[config.mk]
export PLATFORM = sky130hd
export DESIGN_NAME = regs_wb
export DESIGN_NICKNAME = d
export VERILOG_FILES = /design/src/rtl/regs_pkg.sv /design/src/rtl/wb_fifo.sv /design/src/rtl/regs_wb.sv
export SDC_FILE = /design/constraint.sdc
export NUM_CORES = 1
export LEC_CHECK = 0
export CORE_MARGIN = 4
export CORE_UTILIZATION = 25
export DETAILED_ROUTE_END_ITERATION = 10
export PLACE_DENSITY_LB_ADDON = 0.2
export REMOVE_ABC_BUFFERS = 1
export SLEW_MARGIN = 20
export SYNTH_ARGS = -nofsm -noshare
export SYNTH_HDL_FRONTEND = slang
export SYNTH_SLANG_ARGS = --single-unit
[constraint.sdc]
create_clock -name clk -period 2.7 [get_ports clk]
set_input_delay 0.54 -clock clk [delete_from_list [all_inputs] [get_ports clk]]
set_output_delay 0.54 -clock clk [all_outputs]
set_load 0.02 [all_outputs]
[src/rtl/regs_pkg.sv]
// Shared types and constants for the 8080 register-file writeback scheduler.
package regs_pkg;

  // Byte register indices as seen by the register file.
  localparam logic [2:0] REG_B = 3'd0;
  localparam logic [2:0] REG_C = 3'd1;
  localparam logic [2:0] REG_D = 3'd2;
  localparam logic [2:0] REG_E = 3'd3;
  localparam logic [2:0] REG_H = 3'd4;
  localparam logic [2:0] REG_L = 3'd5;
  localparam logic [2:0] REG_M = 3'd6;
  localparam logic [2:0] REG_A = 3'd7;

  // Register-pair codes; the pair code is the index of its high byte.
  localparam logic [2:0] RP_BC = 3'd0;
  localparam logic [2:0] RP_DE = 3'd2;
  localparam logic [2:0] RP_HL = 3'd4;
  localparam logic [2:0] RP_MA = 3'd6;

  // Number of register-file write ports fed by the output stage.
  localparam int NUM_PORTS = 4;

  // One queued write request.
  typedef struct packed {
    logic        pair;
    logic [2:0]  addr;
    logic [15:0] data;
  } wb_req_t;

  // One register-file write port as driven by the output stage.
  typedef struct packed {
    logic       wen;
    logic [2:0] addr;
    logic [7:0] data;
  } wb_port_t;

  // High-byte register of the pair containing addr (bit0 ignored).
  function automatic logic [2:0] pair_hi(input logic [2:0] addr);
    return {addr[2:1], 1'b0};
  endfunction

  // Low-byte register of the pair containing addr (bit0 ignored).
  function automatic logic [2:0] pair_lo(input logic [2:0] addr);
    return {addr[2:1], 1'b1};
  endfunction

endpackage

[src/rtl/wb_fifo.sv]
// Request queue for regs_wb: one push and up to two pops per cycle.
// Entries are exposed in age order (index 0 = head/oldest) with a valid
// vector, so the top can map the two oldest and scan all for hazards.
module wb_fifo
  import regs_pkg::*;
#(
  parameter int DEPTH = 4
) (
  input  logic                   clk,
  input  logic                   rst_n,
  input  logic                   push_i,
  input  wb_req_t                push_data_i,
  input  logic [1:0]             pop_n_i,
  output logic [$clog2(DEPTH):0] count_o,
  output wb_req_t                ent_o   [DEPTH],
  output logic [DEPTH-1:0]       valid_o
);

  localparam int PTR_W = $clog2(DEPTH);
  localparam int CNT_W = PTR_W + 1;

  logic [PTR_W-1:0] head_q, head_d;
  logic [PTR_W-1:0] tail_q, tail_d;
  logic [CNT_W-1:0] count_q, count_d;
  wb_req_t          mem_q [DEPTH];
  wb_req_t          mem_d [DEPTH];

  // Next-state for pointers, occupancy and storage.
  always_comb begin
    // NOTE: every always_comb output gets a default first so no path leaves it unassigned (which would infer a latch).
    mem_d   = mem_q;
    tail_d  = tail_q;
    head_d  = head_q + PTR_W'(pop_n_i);
    count_d = count_q + CNT_W'(push_i) - CNT_W'(pop_n_i);
    if (push_i) begin
      mem_d[tail_q] = push_data_i;
      tail_d        = tail_q + PTR_W'(1);
    end
  end

  // Control state: pointers and count reset so the queue starts empty.
  always_ff @(posedge clk or negedge rst_n) begin
    if (!rst_n) begin
      // NOTE: sequential state uses non-blocking assignment so all flops update together at the edge.
      head_q  <= '0;
      tail_q  <= '0;
      count_q <= '0;
    end else begin
      head_q  <= head_d;
      tail_q  <= tail_d;
      count_q <= count_d;
    end
  end

  // Entry storage.
  always_ff @(posedge clk) begin
    // NOTE: storage is not reset; an entry only has meaning while count covers it, so stale data is harmless.
    mem_q <= mem_d;
  end

  // Present entries oldest-first and flag which ones are occupied.
  always_comb begin
    valid_o = '0;
    for (int k = 0; k < DEPTH; k++) begin
      ent_o[k]   = mem_q[head_q + PTR_W'(k)];
      valid_o[k] = (CNT_W'(k) < count_q);
    end
  end

  assign count_o = count_q;

endmodule

[src/rtl/regs_wb.sv]
// Writeback scheduler for the 8080 byte register file (B,C,D,E,H,L,M,A).
// Queues byte and pair write requests and drains up to two per cycle onto
// the four register-file write ports; publishes a pending scoreboard.
// Optional feature: define REGS_WB_FWD_EN to add the fwd_addr/fwd_hit/
// fwd_data forwarding lookup.
module regs_wb
  import regs_pkg::*;
#(
  parameter int DEPTH = 4,
  parameter int DRAIN = 2
) (
  input  logic        clk,
  input  logic        rst_n,
  input  logic        req_valid,
  output logic        req_ready,
  input  logic        req_pair,
  input  logic [2:0]  req_addr,
  input  logic [15:0] req_data,
  output logic        wen0,
  output logic        wen1,
  output logic        wen2,
  output logic        wen3,
  output logic [2:0]  waddr0,
  output logic [2:0]  waddr1,
  output logic [2:0]  waddr2,
  output logic [2:0]  waddr3,
  output logic [7:0]  wdata0,
  output logic [7:0]  wdata1,
  output logic [7:0]  wdata2,
  output logic [7:0]  wdata3,
  output logic [7:0]  pending,
`ifdef REGS_WB_FWD_EN
  input  logic [2:0]  fwd_addr,
  output logic        fwd_hit,
  output logic [7:0]  fwd_data,
`endif
  output logic        empty
);

  localparam int CNT_W = $clog2(DEPTH) + 1;

  logic             rst_done_q, rst_done_d;
  logic [CNT_W-1:0] count_w;
  wb_req_t          ent_w [DEPTH];
  logic [DEPTH-1:0] valid_w;
  logic             push_w;
  logic [1:0]       pop_n_w;
  wb_req_t          push_req_w;
  wb_port_t         out_q [NUM_PORTS];
  wb_port_t         out_d [NUM_PORTS];

  // Ready is held low through reset and for the first edge after release.
  assign rst_done_d = 1'b1;
  assign req_ready  = rst_done_q & (count_w < CNT_W'(DEPTH));
  assign push_w     = req_valid & req_ready;
  assign push_req_w = '{pair: req_pair, addr: req_addr, data: req_data};
  assign pop_n_w    = (count_w >= CNT_W'(DRAIN)) ? 2'(DRAIN) : count_w[1:0];

  wb_fifo #(
    .DEPTH (DEPTH)
  ) u_fifo (
    .clk         (clk),
    .rst_n       (rst_n),
    .push_i      (push_w),
    .push_data_i (push_req_w),
    .pop_n_i     (pop_n_w),
    .count_o     (count_w),
    .ent_o       (ent_w),
    .valid_o     (valid_w)
  );

  // Map the popped entries onto ports; oldest entry takes the lowest pair.
  always_comb begin
    for (int p = 0; p < NUM_PORTS; p++) begin
      out_d[p] = '0;
    end
    for (int k = 0; k < DRAIN; k++) begin
      if (2'(k) < pop_n_w) begin
        if (ent_w[k].pair) begin
          out_d[2*k]   = '{wen: 1'b1, addr: pair_hi(ent_w[k].addr), data: ent_w[k].data[15:8]};
          out_d[2*k+1] = '{wen: 1'b1, addr: pair_lo(ent_w[k].addr), data: ent_w[k].data[7:0]};
        end else begin
          out_d[2*k]   = '{wen: 1'b1, addr: ent_w[k].addr, data: ent_w[k].data[7:0]};
        end
      end
    end
  end

  // Output stage refreshes every edge; async reset kills any half-presented pair.
  always_ff @(posedge clk or negedge rst_n) begin
    if (!rst_n) begin
      rst_done_q <= 1'b0;
      for (int p = 0; p < NUM_PORTS; p++) begin
        out_q[p] <= '0;
      end
    end else begin
      rst_done_q <= rst_done_d;
      out_q      <= out_d;
    end
  end

  assign wen0   = out_q[0].wen;
  assign wen1   = out_q[1].wen;
  assign wen2   = out_q[2].wen;
  assign wen3   = out_q[3].wen;
  assign waddr0 = out_q[0].addr;
  assign waddr1 = out_q[1].addr;
  assign waddr2 = out_q[2].addr;
  assign waddr3 = out_q[3].addr;
  assign wdata0 = out_q[0].data;
  assign wdata1 = out_q[1].data;
  assign wdata2 = out_q[2].data;
  assign wdata3 = out_q[3].data;

  // Scoreboard: any queued or presented write marks its target register.
  always_comb begin
    pending = '0;
    for (int k = 0; k < DEPTH; k++) begin
      if (valid_w[k]) begin
        if (ent_w[k].pair) begin
          pending[pair_hi(ent_w[k].addr)] = 1'b1;
          pending[pair_lo(ent_w[k].addr)] = 1'b1;
        end else begin
          pending[ent_w[k].addr] = 1'b1;
        end
      end
    end
    for (int p = 0; p < NUM_PORTS; p++) begin
      if (out_q[p].wen) begin
        pending[out_q[p].addr] = 1'b1;
      end
    end
  end

  assign empty = (count_w == '0) & ~(wen0 | wen1 | wen2 | wen3);

`ifdef REGS_WB_FWD_EN
  // Forwarding: scan oldest to youngest (ports 0..3, then queue head..tail); last hit wins.
  always_comb begin
    fwd_hit  = 1'b0;
    fwd_data = '0;
    for (int p = 0; p < NUM_PORTS; p++) begin
      if (out_q[p].wen && (out_q[p].addr == fwd_addr)) begin
        fwd_hit  = 1'b1;
        fwd_data = out_q[p].data;
      end
    end
    for (int k = 0; k < DEPTH; k++) begin
      if (valid_w[k]) begin
        if (ent_w[k].pair) begin
          if (ent_w[k].addr[2:1] == fwd_addr[2:1]) begin
            fwd_hit  = 1'b1;
            fwd_data = fwd_addr[0] ? ent_w[k].data[7:0] : ent_w[k].data[15:8];
          end
        end else if (ent_w[k].addr == fwd_addr) begin
          fwd_hit  = 1'b1;
          fwd_data = ent_w[k].data[7:0];
        end
      end
    end
  end
`endif

endmodule
# Yosys cells after proc, flatten, opt, wreduce, memory -nomap -nowiden
# Index checks and enable logic that the tools add are counted.
[word_totals]
register_bits = 136
output_inout_bits = 58
word_cells = 191
[classes]
add_sub_neg = 7
n_lt_le_gt_ge = 46
muxes = 66
bitwise = 26
n_reduce_logical = 18
[op_table]
columns = ["cell", "count"]
rows = [
  ["$mux W20", 9],
  ["$bmux W20 S2", 4],
  ["$mux W8", 12],
  ["$bwmux W80", 1],
  ["$or A8 B8 Y8", 10],
  ["$lt A3 B4 Y1 const B", 16],
  ["$ge A3 B1 Y1 const B", 16],
  ["$mux W24", 2],
  ["$demux W20 S2", 1],
  ["$demux W1 S3", 8],
  ["$mux W12", 2],
  ["$or A8 B7 Y8", 3],
  ["$mux W9", 2],
  ["$logic_and A1 B1 Y1", 17],
  ["$demux W1 S2", 8],
  ["$mux W1", 16],
  ["$ge A3 B3 Y1 const B", 5],
  ["$not A2 Y3", 5],
  ["$or A7 B8 Y8", 1],
  ["$lt A1 B3 Y1 const A", 2],
  ["$lt A2 B3 Y1 const A", 2],
  ["$add A2 B1 Y2 const B", 2],
  ["$add A2 B2 Y2 const B", 2],
  ["$lt A1 B2 Y1 const A", 2],
  ["other kinds (11)", 15],
]

# Longest topological paths before layout
# Gate-level depths: netlist of run 1.
[depth]
ltp_word = 31
depth_mapped = 9

# Hierarchy
# A second synthesis of run 1 with hierarchy kept.
[unflattened]
hier_cells = 430
hier_area_um2 = 7108.1
[by_module_without_submodules]
columns = ["mod", "n_inst", "cells_per_inst", "area_per_inst_um2", "seq_area_each_um2"]
rows = [
  ["wb_fifo", 1, 212, 4843.4, 2577.5],
  ["regs_wb", 1, 218, 2264.7, 1176.1],
]

# Worst setup path after synthesis of run 1
# Ideal clock, no wire load.
[synth_timing]
kind = "register to output"
start = "register u_fifo.head_q[0]"
end = "output port pending[3]"
arrival_time_ns = 1.891
required_ns = 2.160
setup_slack_ns = 0.269
stages_incl_launch_ff = 8
path_cell_list = "dfrtp_1 -> buf_6 -> mux4_2 -> buf_6 -> or2_4 -> nor2b_4 -> a221oi_2 -> nand2_1"
[synth_via]
elab_chain_len = 31
word_cells_on_any_way = 85
[synth_rtl]
columns = ["item", "line", "rtl"]
rows = [
  ["from (decl)", "wb_fifo.sv:22", "logic [PTR_W-1:0] head_q, head_d;"],
  ["from (signal assigned)", "wb_fifo.sv:45", "head_q <= '0;"],
  ["from (signal assigned)", "wb_fifo.sv:49", "head_q <= head_d;"],
  ["$not A2 Y3 (implied by the code)", "wb_fifo.sv:65", "ent_o[k] = mem_q[head_q + PTR_W'(k)];"],
  ["$bmux W20 S2", "wb_fifo.sv:65", ""],
  ["$mux W20 (implied by the code) (2 in series)", "wb_fifo.sv:65", ""],
  ["$lt A3 B4 Y1 (implied by the code) or $ge A3 B1 Y1 (tied branches)", "regs_wb.sv:122", "pending[pair_lo(ent_w[k].addr)] = 1'b1;"],
  ["$logic_and A1 B1 Y1 (implied by the code)", "regs_wb.sv:122", ""],
  ["$mux W1 (implied by the code)", "regs_wb.sv:122", ""],
  ["$demux W1 S2", "regs_wb.sv:122", ""],
  ["$or A7 B8 Y8 (no source line)", "-", ""],
  ["(+14 left out)", "-", ""],
  ["$or A8 B8 Y8 (no source line)", "-", ""],
  ["$mux W8 (*)", "regs_wb.sv:129", "if (out_q[p].wen) begin"],
  ["$or A8 B8 Y8 (no source line)", "-", ""],
  ["$mux W8 (*)", "regs_wb.sv:129", ""],
  ["$or A8 B8 Y8 (no source line)", "-", ""],
  ["$mux W8 (*)", "regs_wb.sv:129", ""],
  ["$or A8 B8 Y8 (no source line)", "-", ""],
  ["$mux W8 (*)", "regs_wb.sv:129", ""],
  ["to (decl)", "regs_wb.sv:31", "output logic [7:0] pending,"],
]
# Every way passes the cells marked *; elsewhere a longest branch is shown, timed or not. The select of a mux whose other input is x is not followed.

# Worst setup path in the final report of run 1
[layout_timing]
start = "register u_fifo.head_q[0]"
end = "output port pending[7]"
# The elaborated chain is that of the path after synthesis.

==> qor.json, run 1 <==
{
  "ios": {"value": 81},
  "crit_chain": {"value": "buf_12, mux4_1, or2_4, nor2b_1, a32oi_1, nand2_1, buf_2"},
  "yosys.area_share.adder": {"value": 0.0152},
  "power.combinational.fraction": {"value": 0.529},
  "seq_area": {"value": 0.00376, "unit": "mm²"},
  "cts_buffer_depth": {"value": 2},
  "power.density_cell_area": {"value": 1270, "unit": "mW/mm²"},
  "critPathLaunchType": {"value": "flip-flop"},
  "most_frequent_cells_in_the_layout": {"value": "sky130_fd_sc_hd__edfxtp_1 (80), sky130_fd_sc_hd__clkdlybuf4s50_1 (70), sky130_fd_sc_hd__buf_4 (59)"},
  "report.final.hold_viol_count": {"value": 0},
  "clk_latency": {"value": 0.41, "unit": "ns"},
  "synth.cell_area": {"value": 0.00625, "unit": "mm²"},
  "number_of_enable_type_register_cells_in_the_synthesized_netlist": {"value": 80},
  "placement.io_buffers": {"value": 80},
  "final-instance-count-excl-fill": {"value": 879},
  "finalWirelength": {"value": 16200, "unit": "µm"},
  "yosys.cell_types.count": {"value": 45},
  "critical_path.max_stage_delay": {"value": 0.57, "unit": "ns"},
  "ys_warn_count": {"value": 0},
  "rr_worst_depth": {"value": 4},
  "clkSinkCount": {"value": 134},
  "synth_compound_gate_area_share": {"value": 0.0314},
  "leakagePower": {"value": 3.28, "unit": "nW"},
  "largest_family_of_logic_cells_by_synthesized_area": {"value": "multiplexers"},
  "max-vdd-ir-drop": {"value": 0.481, "unit": "mV"},
  "remaining_drc_errors": {"value": 0},
  "vias_per_cell": {"value": 4.57},
  "synth_top_flop_cell": {"value": "sky130_fd_sc_hd__edfxtp_1"},
  "syn-instance-count": {"value": 407},
  "drt_iter0_drc": {"value": 204},
  "core_region_area": {"value": 0.0245, "unit": "mm²"},
  "cap_violations": {"value": 0},
  "mostFrequentLayoutCell": {"value": "sky130_fd_sc_hd__edfxtp_1"},
  "synth_area_per_cell": {"value": 15.4, "unit": "µm²"},
  "initial_core_util": {"value": 0.255},
  "ys_async_sr_fraction": {"value": 0.403},
  "grt_total_usage": {"value": 0.120},
  "postLayoutCoreUtil": {"value": 0.345},
  "clock_edge_transition_at_the_registers_on_the_reported_setup_and_hold_paths": {"value": 0.05, "unit": "ns"},
  "timing.clock.skew": {"value": 0.00704, "unit": "ns"},
  "power_switching_share": {"value": 0.374},
  "power.share.sequential": {"value": 0.272},
  "worst-endpoint-required": {"value": 2.16, "unit": "ns"},
  "clkPwrFrac": {"value": 0.199},
  "finish.instance_area": {"value": 0.00844, "unit": "mm²"},
  "antenna_cells": {"value": 0},
  "final-max-slew-violation-count": {"value": 0},
  "unrepaired_setup_endpoints_after_global_routing": {"value": "yes"},
  "setup_tns": {"value": -1.21, "unit": "ns"},
  "placed_cell_area": {"value": 0.00776, "unit": "mm²"},
  "violations": {"value": "setup timing"},
  "endpoint_class_of_the_critical_path": {"value": "output pin"},
  "die_w": {"value": 166, "unit": "µm"},
  "die-area": {"value": 0.0276, "unit": "mm²"},
  "worst_rel_slew_slack": {"value": 0.547},
  "setup_slack": {"value": -0.176, "unit": "ns"},
  "fin_total_pwr": {"value": 10.7, "unit": "mW"},
  "grt_max_degree": {"value": 34},
  "multi_input_area": {"value": 0.00243, "unit": "mm²"},
  "final.hold.worst_slack": {"value": 0.166, "unit": "ns"},
  "clock_tree_from_tritoncts": {"value": "done"},
  "run_status": {"value": "complete, but fails checks"},
  "grt_pass1_wl": {"value": 25300, "unit": "µm"},
  "final.period_utilization": {"value": 1.07},
  "cts_made_buffers": {"value": 17},
  "final_net_count": {"value": 572},
  "finalWorstPathRequiredPeriod": {"value": 2.88, "unit": "ns"},
  "p_int": {"value": 6.70, "unit": "mW"},
  "row_count": {"value": 57},
  "worst_pin_slew": {"value": 0.679, "unit": "ns"},
  "global_route.overflow_total": {"value": 0},
  "cts_htree_levels": {"value": 4},
  "dpl.cell_count": {"value": 844},
  "crit_path_top_delay_cell": {"value": "sky130_fd_sc_hd__mux4_1"},
  "synth_seq_area_share": {"value": 0.601},
  "post_drt_wl_per_cell": {"value": 18.4, "unit": "µm"},
  "synth_simple_gate_area_share": {"value": 0.111},
  "n_fill_cell": {"value": 2392},
  "num_vias": {"value": 4017},
  "detailedPlacementHpwl": {"value": 11500, "unit": "µm"},
  "detail-route-antenna-nets": {"value": 0},
  "clock-root-buffer": {"value": "sky130_fd_sc_hd__clkbuf_16"},
  "grt_pass1_vias": {"value": 4321},
  "dp_worst_setup_slack": {"value": -0.246, "unit": "ns"},
  "setup_violations": {"value": 8},
  "die-height": {"value": 166, "unit": "µm"},
  "critical_path.max_fanout": {"value": 11},
  "worst-endpoint-arrival": {"value": 2.34, "unit": "ns"},
  "max_freq": {"value": 0.348, "unit": "GHz"},
  "layout_cells_sized_above_1": {"value": 0.312},
  "muxShareOfSynthArea": {"value": 0.205},
  "drt_pass1_iterations": {"value": 4},
  "min-delay-path-class": {"value": "in2async"},
  "place_congestion": {"value": 0.860},
  "grt_antenna_before_repair": {"value": 3},
  "setup.worst_path.class": {"value": "reg2out"},
  "synth-xor-area-share": {"value": 0.00561},
  "area_growth_syn_to_layout": {"value": 35.1, "unit": "%"},
  "switching_pwr": {"value": 3.99, "unit": "mW"},
  "ys_seq_elements": {"value": 134}
}
==> sequential cells by signal (all words and copies together), names as in the netlist, 2 cells and up <==
register	count
u_fifo.count_o	3
u_fifo.head_q	2
u_fifo.mem_q	80
u_fifo.tail_q	2
waddr0	3
waddr1	3
waddr2	3
waddr3	3
wdata0	8
wdata1	8
wdata2	8
wdata3	8
==> critical path: cells and delay by family, from the launching register on <==
family,cells,cell delay [ns]
buffers and inverters,2,0.31
AOI/OAI and AO/OA,1,0.15
and+or+nand+nor,3,0.51
DFF,1,0.39
muxes,1,0.57
==> synthesized netlist by cell type (all sizes together), types with 2 or more instances <==
| library cell | n | area share |
|---|---|---|
| o22a | 2 | 0.0028 |
| a22oi | 6 | 0.0072 |
| xnor2 | 3 | 0.0042 |
| mux2i | 24 | 0.038 |
| and3 | 23 | 0.023 |
| edfxtp | 80 | 0.38 |
| nand3b | 2 | 0.0024 |
| clkbuf | 11 | 0.0066 |
| dfrtp | 54 | 0.22 |
| nand2b | 6 | 0.0060 |
| ha | 6 | 0.012 |
| conb | 2 | 0.0012 |
| a221oi | 8 | 0.012 |
| nor3 | 4 | 0.0032 |
| and2 | 11 | 0.011 |
| a32oi | 2 | 0.0028 |
| buf | 14 | 0.017 |
| nor3b | 4 | 0.0048 |
| nand3 | 7 | 0.0056 |
| nor2b | 12 | 0.013 |
| mux4 | 42 | 0.15 |
| nand4 | 4 | 0.0040 |
| or2 | 2 | 0.0024 |
| nand2 | 15 | 0.0090 |
| or4 | 2 | 0.0024 |
| inv | 9 | 0.0054 |
| mux2 | 8 | 0.014 |
| nor2 | 34 | 0.020 |
==> power by group through the flow <==
stage,logic [mW],clock network (mW),registers [mW]
finish,5.65,2.13,2.91
global route,6.07,2.28,2.97
CTS,5.56,2.19,2.92
detailed placement,5.40,0,2.94
global placement,5.40,0,2.93
floorplan,2.42,0,3.54
==> metal layers <==
metal | part of all wire | GRT usage | vias to the layer above
met5 | 0.0025 | 0 | -
met4 | 0.016 | 0.0380 | 6
met3 | 0.050 | 0.0328 | 26
met2 | 0.49 | 0.196 | 105
met1 | 0.44 | 0.155 | 2045
li1 | - | - | 1835
==> final cells by class <==
cell class / count / area share
clock buffers: 24 / 0.0559
clock inverters: 8 / 0.00919
inverters: 9 / 0.00400
multi-input cells: 239 / 0.288
flip-flops and latches: 134 / 0.445
well taps: 324 / 0.0480
repair buffers: 141 / 0.150
==> final timing paths <==
check                                             start                      endpoint  slack (ns)
hold reg to reg            u_fifo.tail_q[0]$_DFFE_PN0P_  u_fifo.tail_q[0]$_DFFE_PN0P_        0.66
max in group asynchronous                         rst_n           wdata2[0]$_DFF_PN0_        1.74
hold / removal                                    rst_n           wdata1[3]$_DFF_PN0_        0.17
min in group clk           u_fifo.tail_q[0]$_DFFE_PN0P_  u_fifo.tail_q[0]$_DFFE_PN0P_        0.66
setup reg to reg             u_fifo.head_q[1]$_DFF_PN0_           wdata2[2]$_DFF_PN0_        0.66
setup / recovery             u_fifo.head_q[0]$_DFF_PN0_                    pending[7]       -0.18
==> timing repair <==
item | in CTS | in global routing
gates resized for setup | 58 | 15
endpoints found under the setup margin | 9 | 9
buffers inserted | 0 | 3
hold buffers | 0 | 0
pin swaps | 3 | 5
==> kinds of logic after synthesis <==
logic type | count (synthesis)
flops | 134
simple gates | 129
mux | 74
buf+inv | 34
compound gates | 23
fa+ha+maj | 7
xor+xnor | 4
other cells | 2
Note: power is estimated with default switching activity, not from simulation.
==> run 2, diff against run 1 <==
Settings changed: HOLD_SLACK_MARGIN from default to 0.03.
Clock period 2.7 ns to 2.9 ns, I/O delays scaled along.
==> run 2 against run 1 <==
  * The flow still finishes with violations (setup timing)
  * Clock power shrank 13%
  * Die area unchanged
  * Via count decreased by 0.90%
  * Worst setup slack improved by 0.13 ns
  * Final cell count fell by 1.5%
  * Global-route usage is essentially flat
  * Non-clock buffer count shrank 11
  * Routed wire length about the same
  * Power is 8.9% lower
  * Clock skew up 0.0024 ns
  * Sequential share of layout area increased by 0.64 points
  * Largest cell class unchanged
==> qor.json, run 2 (synthesis gave the netlist of run 1 again) <==
{
  "place_congestion": {"value": 0.862},
  "max-vdd-ir-drop": {"value": 0.458, "unit": "mV"},
  "worst-endpoint-required": {"value": 2.32, "unit": "ns"},
  "switching_pwr": {"value": 3.72, "unit": "mW"},
  "setup.worst_path.class": {"value": "reg2out"},
  "cts_htree_levels": {"value": 4},
  "clkSinkCount": {"value": 134},
  "layout_cells_sized_above_1": {"value": 0.306},
  "mostFrequentLayoutCell": {"value": "sky130_fd_sc_hd__edfxtp_1"},
  "run_status": {"value": "complete, but fails checks"},
  "antenna_cells": {"value": 0},
  "area_growth_syn_to_layout": {"value": 33.2, "unit": "%"},
  "num_vias": {"value": 3981},
  "clock_edge_transition_at_the_registers_on_the_reported_setup_and_hold_paths": {"value": 0.06, "unit": "ns"},
  "drt_pass1_iterations": {"value": 4},
  "ios": {"value": 81},
  "power.share.sequential": {"value": 0.282},
  "setup_violations": {"value": 6},
  "timing.clock.skew": {"value": 0.00949, "unit": "ns"},
  "grt_pass1_vias": {"value": 4375},
  "post_drt_wl_per_cell": {"value": 18.7, "unit": "µm"},
  "grt_pass1_wl": {"value": 25500, "unit": "µm"},
  "grt_max_degree": {"value": 34},
  "cts_buffer_depth": {"value": 2},
  "flip_flop_count_of_the_largest_register_after_layout": {"value": 80},
  "violations": {"value": "setup timing"},
  "remaining_drc_errors": {"value": 0},
  "power_switching_share": {"value": 0.382},
  "clock-root-buffer": {"value": "sky130_fd_sc_hd__clkbuf_16"},
  "power.combinational.fraction": {"value": 0.528},
  "core_region_area": {"value": 0.0245, "unit": "mm²"},
  "die-height": {"value": 166, "unit": "µm"},
  "leakagePower": {"value": 3.21, "unit": "nW"},
  "max_flop_register": {"value": "u_fifo.mem_q"},
  "die-area": {"value": 0.0276, "unit": "mm²"},
  "setup_slack": {"value": -0.0425, "unit": "ns"},
  "cap_violations": {"value": 0},
  "die_w": {"value": 166, "unit": "µm"},
  "p_int": {"value": 6.02, "unit": "mW"},
  "row_count": {"value": 57},
  "global_route.overflow_total": {"value": 0},
  "detailedPlacementHpwl": {"value": 11600, "unit": "µm"},
  "final_net_count": {"value": 561},
  "initial_core_util": {"value": 0.255},
  "vias_per_cell": {"value": 4.60},
  "critPathLaunchType": {"value": "flip-flop"},
  "clkPwrFrac": {"value": 0.190},
  "finalWirelength": {"value": 16200, "unit": "µm"},
  "grt_total_usage": {"value": 0.120},
  "report.final.hold_viol_count": {"value": 0},
  "grt_antenna_before_repair": {"value": 3},
  "worst_rel_slew_slack": {"value": 0.597},
  "placement.io_buffers": {"value": 80},
  "critical_path.max_fanout": {"value": 10},
  "clock_tree_from_tritoncts": {"value": "done"},
  "unrepaired_setup_endpoints_after_global_routing": {"value": "yes"},
  "drt_iter0_drc": {"value": 347},
  "finalWorstPathRequiredPeriod": {"value": 2.94, "unit": "ns"},
  "cts_made_buffers": {"value": 17},
  "worst_pin_slew": {"value": 0.605, "unit": "ns"},
  "postLayoutCoreUtil": {"value": 0.340},
  "power.density_cell_area": {"value": 1170, "unit": "mW/mm²"},
  "endpoint_class_of_the_critical_path": {"value": "output pin"},
  "final-max-slew-violation-count": {"value": 0},
  "detail-route-antenna-nets": {"value": 0},
  "max_freq": {"value": 0.340, "unit": "GHz"},
  "final.period_utilization": {"value": 1.01},
  "worst-endpoint-arrival": {"value": 2.36, "unit": "ns"},
  "most_frequent_cells_in_the_layout": {"value": "sky130_fd_sc_hd__edfxtp_1 (80), sky130_fd_sc_hd__clkdlybuf4s50_1 (71), sky130_fd_sc_hd__dfrtp_1 (52)"},
  "min-delay-path-class": {"value": "in2async"},
  "clk_latency": {"value": 0.41, "unit": "ns"},
  "finish.instance_area": {"value": 0.00832, "unit": "mm²"},
  "placed_cell_area": {"value": 0.00769, "unit": "mm²"}
}
[run 2: final timing paths]
check	from	endpoint	slack [ns]	cells after the start
min	rst_n	u_fifo.count_o[1]$_DFF_PN0_	0.17	1
min in group clk	u_fifo.tail_q[1]$_DFFE_PN0P_	u_fifo.tail_q[1]$_DFFE_PN0P_	0.65	2
max	u_fifo.head_q[0]$_DFF_PN0_	pending[6]	-0.04	8
max reg2reg	u_fifo.count_o[2]$_DFF_PN0_	u_fifo.count_o[2]$_DFF_PN0_	0.86	7
max in group asynchronous	rst_n	wdata0[2]$_DFF_PN0_	2.02	2
min reg2reg	u_fifo.tail_q[1]$_DFFE_PN0P_	u_fifo.tail_q[1]$_DFFE_PN0P_	0.65	2
[run 2: power by group through the flow]
stage | sequential (mW) | clock (mW) | combinational (mW)
3_3_place_gp | 2.75 | 0 | 4.95
3_5_place_dp | 2.77 | 0 | 4.95
4_1_cts | 2.75 | 1.91 | 5.12
6_report | 2.74 | 1.85 | 5.14
2_1_floorplan | 3.30 | 0 | 2.26
5_1_grt | 2.79 | 2.02 | 5.54
[run 2: timing repair]
item                                    4_1_cts  5_1_grt
endpoints found under the setup margin        8        8
resized for setup                            58       13
pin swaps                                     5        2
buffers inserted                              1        0
hold buffers                                  0        0
[run 2: through the flow]
step                      cells  hold WS, ns  TNS [ns]  setup slack (ns)  total power [mW]
after floorplan             382        0.284     -6.99            -0.915              5.55
after global placement      835        0.608    -0.275           -0.0886              7.71
after detailed placement    835        0.610    -0.564            -0.120              7.72
after CTS                   866        0.159    -0.421           -0.0781              9.77
after global routing        866        0.190     -1.10            -0.184              10.4
final                       866        0.168    -0.197           -0.0425              9.74
[run 2: cell type report]
class / instances / area (µm²)
tap: 324 / 405
multi-input combinational: 239 / 2430
clock buffer: 18 / 429
timing repair buffer: 130 / 1180
clock inverter: 12 / 85.1
inverter: 9 / 33.8
fill: 2358 / 16100
sequential: 134 / 3760
[run 2: layer usage]
metal	vias to the layer above	wire length [µm]	track usage
li1	1812	-	-
met1	2055	7210	0.151
met2	97	7990	0.200
met3	13	838	0.0409
met4	4	135	0.0287
met5	-	27	0
[run 2: critical path, cell delays in order, from the launching register on]
cell,delay [ns]
sky130_fd_sc_hd__dfrtp_2,0.41
sky130_fd_sc_hd__buf_12,0.15
sky130_fd_sc_hd__buf_4,0.12
sky130_fd_sc_hd__mux4_2,0.53
sky130_fd_sc_hd__nor2b_2,0.16
sky130_fd_sc_hd__nor2_1,0.09
sky130_fd_sc_hd__a221oi_2,0.24
sky130_fd_sc_hd__nand2_1,0.09
sky130_fd_sc_hd__buf_2,0.16
